## src/rtl/apu_pkg.sv

```systemverilog
// Constants and helpers shared by the audio channels (pulse, triangle, noise).
package apu_pkg;

    localparam int                    LFSR_WIDTH   = 15;
    localparam logic [LFSR_WIDTH-1:0] LFSR_SEED    = 15'h0001;
    localparam int                    TAP_LONG     = 1;
    localparam int                    TAP_SHORT    = 6;
    localparam logic [3:0]            ENV_MAX      = 4'd15;
    localparam int                    SAMPLE_WIDTH = 9;

    typedef struct packed {
        logic       start;
        logic [3:0] divider;
        logic [3:0] decay;
    } env_t;

    // One Galois-free Fibonacci step: feedback enters at the MSB.
    function automatic logic [LFSR_WIDTH-1:0] lfsr_next(
        input logic [LFSR_WIDTH-1:0] s,
        input logic                  short_mode
    );
        logic fb;
        fb = s[0] ^ (short_mode ? s[TAP_SHORT] : s[TAP_LONG]);
        return {fb, s[LFSR_WIDTH-1:1]};
    endfunction

endpackage

```

## src/rtl/channel_4_noise_lfsr.sv

```systemverilog
// 15-bit noise sequence generator; advances one state per i_step.
module noise_lfsr
    import apu_pkg::*;
(
    input  logic                  i_clk,
    input  logic                  i_rst_n,
    input  logic                  i_step,
    input  logic                  i_mode,
    output logic [LFSR_WIDTH-1:0] o_state
);

    // Seed is non-zero and both tap sets keep the all-zero state unreachable.
    always_ff @(posedge i_clk or negedge i_rst_n) begin
        if (!i_rst_n) begin
            o_state <= LFSR_SEED;
        end else if (i_step) begin
            o_state <= lfsr_next(o_state, i_mode);
        end
    end

endmodule

```

## src/rtl/channel_4_noise.sv

```systemverilog
// Noise voice: prescaled period timer stepping an LFSR, frame-rate envelope
// and length counter, registered 9-bit sample for the mixer.
module channel_4_noise
    import apu_pkg::*;
#(
    parameter int DIV       = 25,
    parameter int GAIN      = 5,
    parameter int OUT_WIDTH = SAMPLE_WIDTH
) (
    input  logic                 i_clk,
    input  logic                 i_rst_n,
    input  logic                 i_frame_pulse,
    input  logic                 i_trigger,
    input  logic [11:0]          i_period,
    input  logic                 i_mode,
    input  logic [7:0]           i_length,
    input  logic                 i_loop,
    input  logic                 i_const_vol,
    input  logic [3:0]           i_volume,
    output logic [OUT_WIDTH-1:0] o_output,
    output logic                 o_active
);

    localparam int                   PRE_W  = (DIV > 1) ? $clog2(DIV) : 1;
    localparam logic [PRE_W-1:0]     PRE_TC = PRE_W'(DIV - 1);
    localparam logic [OUT_WIDTH-1:0] GAIN_W = OUT_WIDTH'(GAIN);

    logic [PRE_W-1:0]      pre_cnt;
    logic                  tick;
    logic [11:0]           timer;
    logic                  lfsr_step;
    logic [LFSR_WIDTH-1:0] lfsr_state;
    logic [7:0]            length;
    env_t                  env_q;
    env_t                  env_d;
    logic [3:0]            vol;
    logic [OUT_WIDTH-1:0]  sample;

    // Prescaler
    assign tick = (pre_cnt == PRE_TC);

    always_ff @(posedge i_clk or negedge i_rst_n) begin
        if (!i_rst_n) begin
            pre_cnt <= '0;
        end else if (tick) begin
            pre_cnt <= '0;
        end else begin
            pre_cnt <= pre_cnt + 1'b1;
        end
    end

    // Period timer: the reload value is sampled only when it expires.
    assign lfsr_step = tick && (timer == 12'd0);

    always_ff @(posedge i_clk or negedge i_rst_n) begin
        if (!i_rst_n) begin
            timer <= 12'd0;
        end else if (tick) begin
            if (timer == 12'd0) begin
                timer <= i_period;
            end else begin
                timer <= timer - 12'd1;
            end
        end
    end

    noise_lfsr u_lfsr (
        .i_clk   (i_clk),
        .i_rst_n (i_rst_n),
        .i_step  (lfsr_step),
        .i_mode  (i_mode),
        .o_state (lfsr_state)
    );

    // Length counter: a trigger overrides a coincident frame decrement.
    always_ff @(posedge i_clk or negedge i_rst_n) begin
        if (!i_rst_n) begin
            length <= 8'd0;
        end else if (i_trigger) begin
            length <= i_length;
        end else if (i_frame_pulse && (length != 8'd0) && !i_loop) begin
            length <= length - 8'd1;
        end
    end

    // Envelope
    always_comb begin
        env_d = env_q;
        if (i_frame_pulse) begin
            if (env_q.start) begin
                env_d.start   = 1'b0;
                env_d.decay   = ENV_MAX;
                env_d.divider = i_volume;
            end else if (env_q.divider == 4'd0) begin
                env_d.divider = i_volume;
                if (env_q.decay != 4'd0) begin
                    env_d.decay = env_q.decay - 4'd1;
                end else if (i_loop) begin
                    env_d.decay = ENV_MAX;
                end
            end else begin
                env_d.divider = env_q.divider - 4'd1;
            end
        end
        // A same-cycle trigger re-arms start so the restart lands on the next frame.
        if (i_trigger) begin
            env_d.start = 1'b1;
        end
    end

    always_ff @(posedge i_clk or negedge i_rst_n) begin
        if (!i_rst_n) begin
            env_q <= '0;
        end else begin
            env_q <= env_d;
        end
    end

    // Output stage
    assign vol    = i_const_vol ? i_volume : env_q.decay;
    assign sample = {{(OUT_WIDTH-4){1'b0}}, vol} * GAIN_W;

    always_ff @(posedge i_clk or negedge i_rst_n) begin
        if (!i_rst_n) begin
            o_output <= '0;
            o_active <= 1'b0;
        end else begin
            o_output <= ((length == 8'd0) || lfsr_state[0]) ? '0 : sample;
            o_active <= (length != 8'd0);
        end
    end

endmodule
```

## config.mk

```make
export PLATFORM = sky130hd
export DESIGN_NAME = channel_4_noise
export DESIGN_NICKNAME = d
export VERILOG_FILES = /design/src/rtl/apu_pkg.sv /design/src/rtl/channel_4_noise_lfsr.sv /design/src/rtl/channel_4_noise.sv
export SDC_FILE = /design/constraint.sdc
export NUM_CORES = 1
export LEC_CHECK = 0
export ABC_AREA = 1
export CORE_UTILIZATION = 45
export DETAILED_ROUTE_END_ITERATION = 10
export GPL_TIMING_DRIVEN = 0
export PLACE_DENSITY = 0.63
export RECOVER_POWER = 50
export SLEW_MARGIN = 25
export SYNTH_ARGS = -nofsm -noshare
export SYNTH_HDL_FRONTEND = slang
export SYNTH_SLANG_ARGS = --single-unit
```

## constraint.sdc

```tcl
create_clock -name i_clk -period 3.96 [get_ports i_clk]
set_input_delay 0.792 -clock i_clk [delete_from_list [all_inputs] [get_ports i_clk]]
set_output_delay 0.792 -clock i_clk [all_outputs]
set_load 0.02 [all_outputs]
```

==> flow_metrics.tcl <==
set metrics [dict create \
    syn_avg_cell_area_um2 7.806 \
    initial_core_util_pct 46.65 \
    cts_buffer_depth 2 \
    fmax_mhz 369.6 \
    worst-setup-path-type "in2reg" \
    slew_headroom_pct 58.83 \
    period_share_pct 68.32 \
    drt-initial-drc-count 127 \
    ys_seq_elements 57 \
    powerDensity_mw_per_mm2 367.8 \
    drc 0 \
    grt_use_met2_pct 31.82 \
    fin_ws_ns 1.255 \
    drive_gt1_share_pct 10.39 \
    fp.coreArea_mm2 0.006794 \
    maxSlewViolCount 0 \
    ir_drop_v 0.0001799 \
    avgViaCountPerCell 4.701 \
    clock_latency_ns 0.34 \
    routed_wl_um 6180 \
    finalPower_mw 1.426 \
    start_kind "input pin" \
    nFillCells 678 \
    wl_per_cell_um 11.08 \
    syn_to_final_growth_pct 22.31 \
    clock-root-buffer "clkbuf_8" \
    post_cts_buffers 0 \
    grt_use_met1_pct 23.84 \
    grt_setup_unrepaired "false" \
    r2r_slack_ns 1.84 \
    post_cts_resized 0 \
    critPathMaxFanout 8 \
    r2r-start "env_q[3]" \
    r2r_end "o_output[5]" \
    cts_hold_buf 0 \
    synth_warnings 0 \
    port_buffers 38 \
    outcome "completed" \
    dpl.hpwl_um 4587 \
    synth_area_leaders "dfrtp_1 44%, nand2_1 13%, inv_1 6.5%, nand3_1 5.8%, o21ai_0 5.2%" \
    numCtsBuffers 9 \
    grt_pass1_wl_um 11010 \
    die_x_um 85.92 \
    nNetsFinal 500 \
    hold_viol_final 0 \
    grt_max_degree 50 \
    crit_path_end_kind "register" \
    required_ns 4.22 \
    synth_cell_type_count 36 \
    skew_ns 0.008713 \
    busiest_layer "met2" \
    postRouteAntennaNets 0 \
    fin_hold_ws_ns 0.4401 \
    fin_setup_tns_ns 0 \
    die_area_mm2 0.007382 \
    routabilityCongestion 0.8388 \
    track_usage_pct 19.25 \
    antenna_cells 0 \
    clkTransAtPathRegs_ns 0.07 \
    clock_sinks 57 \
    synth.top_cell.area_share_pct 44.22 \
    min_period_ns 2.705 \
    tightestPinTransition_ns 0.6176 \
    place_ws_ns 0.9001 \
    leakage_nw 1.822 \
    cp.arrival_ns 2.97 \
    netlist_instances 406 \
    grt_pass1_vias 2558 \
    grt_overflow 0 \
    syn-cell-area_mm2 0.003169 \
    r2r_cells 7 \
    finalInstanceArea_mm2 0.003876 \
    yosysSeqAreaShare_pct 45.05 \
    route.vias.total 2623 \
    maxCapViolations 0 \
    cts_tree "built" \
    htree_num_levels 3 \
    grt_use_met3_pct 3.272 \
    synth_top_cell_by_area "dfrtp_1" \
    antenna_found_initial 0 \
    io_pins 41 \
    setup_viol 0 \
    min_path_type "in2async" \
    rows 30 \
    dpl-instance-area_mm2 0.003699 \
    first_pass_iters 4 \
    fp.dieH_um 85.92 \
]
==> critical path: stages <==
cell,delay (ns)
clkdlybuf4s50_1,0.51
o21ai_0,0.30
inv_1,0.08
ha_1,0.28
ha_1,0.22
fa_1,0.37
or2_2,0.30
a21oi_1,0.12
==> worst max path at each step <==
stage	slack, ns	cells past startpoint	to	from
final	1.25	8	o_output[5]	i_const_vol
after global routing	1.08	8	o_output[5]	i_const_vol
after CTS	1.26	8	o_output[5]	i_const_vol
after detailed placement	0.90	8	o_output[5]	i_const_vol
after global placement	0.18	1	length[0]	i_rst_n
after floorplan	1.61	7	o_output[5]	i_const_vol
==> synthesized netlist by cell type (all sizes together) <==
master and n:
a21oi 7, a31oi 1, buf 5, clkbuf 2
clkinv 1, conb 1, dfrtp 56, dfstp 1
fa 1, ha 11, inv 58, nand2 115
nand3 40, nand3b 4, nand4 5, nor2 40
nor3 4, nor4 1, o211ai 1, o21ai 41
o221ai 1, o31ai 1, or2 3, xnor2 1
xor2 5
==> logic make-up after synthesis <==
| logic type | count (synthesis) | share of synthesized area (%) |
|---|---|---|
| other | 1 | 0.1183 |
| DFF | 57 | 45.05 |
| xor gates and xnor gates | 6 | 1.658 |
| buffers and inverters | 66 | 8.962 |
| adders and majority gates | 12 | 4.974 |
| AOI/OAI and AO/OA | 52 | 9.475 |
| and+or+nand+nor | 212 | 29.77 |
==> state kept, by name, summed over array words and instances (netlist names) <==
| name | count |
|---|---|
| timer | 12 |
| pre_cnt | 5 |
| o_active | 1 |
| env_q | 9 |
| o_output | 7 |
| length | 8 |
| u_lfsr.o_state | 15 |
==> metrics by stage <==
step           utilization, %  instances
2_1_floorplan               -        407
3_3_place_gp            54.07        541
3_5_place_dp            54.44        542
4_1_cts                 57.11        558
5_1_grt                 57.05        558
6_report                57.05        558
==> cells in the final DEF, fill, tap and decap left out, types with 3 or more instances in the layout <==
cell type | Yosys | final
a21oi_1 | 7 | 7
clkinv_2 | 0 | 3
or2_2 | 3 | 3
clkbuf_8 | 0 | 11
nand3b_1 | 4 | 4
nor2_2 | 3 | 3
nand2_2 | 4 | 4
nor2_1 | 35 | 35
o21ai_0 | 33 | 33
nand3_1 | 37 | 37
nand2_1 | 111 | 111
xor2_1 | 5 | 5
clkdlybuf4s50_1 | 0 | 36
nor3_1 | 4 | 4
o21ai_2 | 8 | 8
dfrtp_1 | 56 | 56
nand4_1 | 5 | 5
ha_1 | 11 | 11
clkbuf_1 | 2 | 3
inv_1 | 55 | 55
==> metal layers <==
metal  routed length (µm)  part of all wire [%]
met5                    0                     0
met1                 2919                    47
met4                  140                   2.3
met3                  163                   2.6
met2                 2957                    48
==> area by class of cell <==
class | count | area, µm² | area share [%]
inverter | 59 | 226.5 | 5.842
clock inverter | 5 | 30.03 | 0.7747
multi-input combinational | 284 | 1461 | 37.70
tap | 96 | 120.1 | 3.099
timing repair buffer | 39 | 401.6 | 10.36
clock buffer | 11 | 151.4 | 3.906
buffer | 7 | 57.56 | 1.485
sequential | 57 | 1428 | 36.83
==> power breakdown <==
group          internal (mW)  switching [mW]
clock                  0.257           0.235
sequential             0.630          0.0229
combinational          0.127           0.155
total                   1.01           0.412
(Power assumes the default switching activity.)
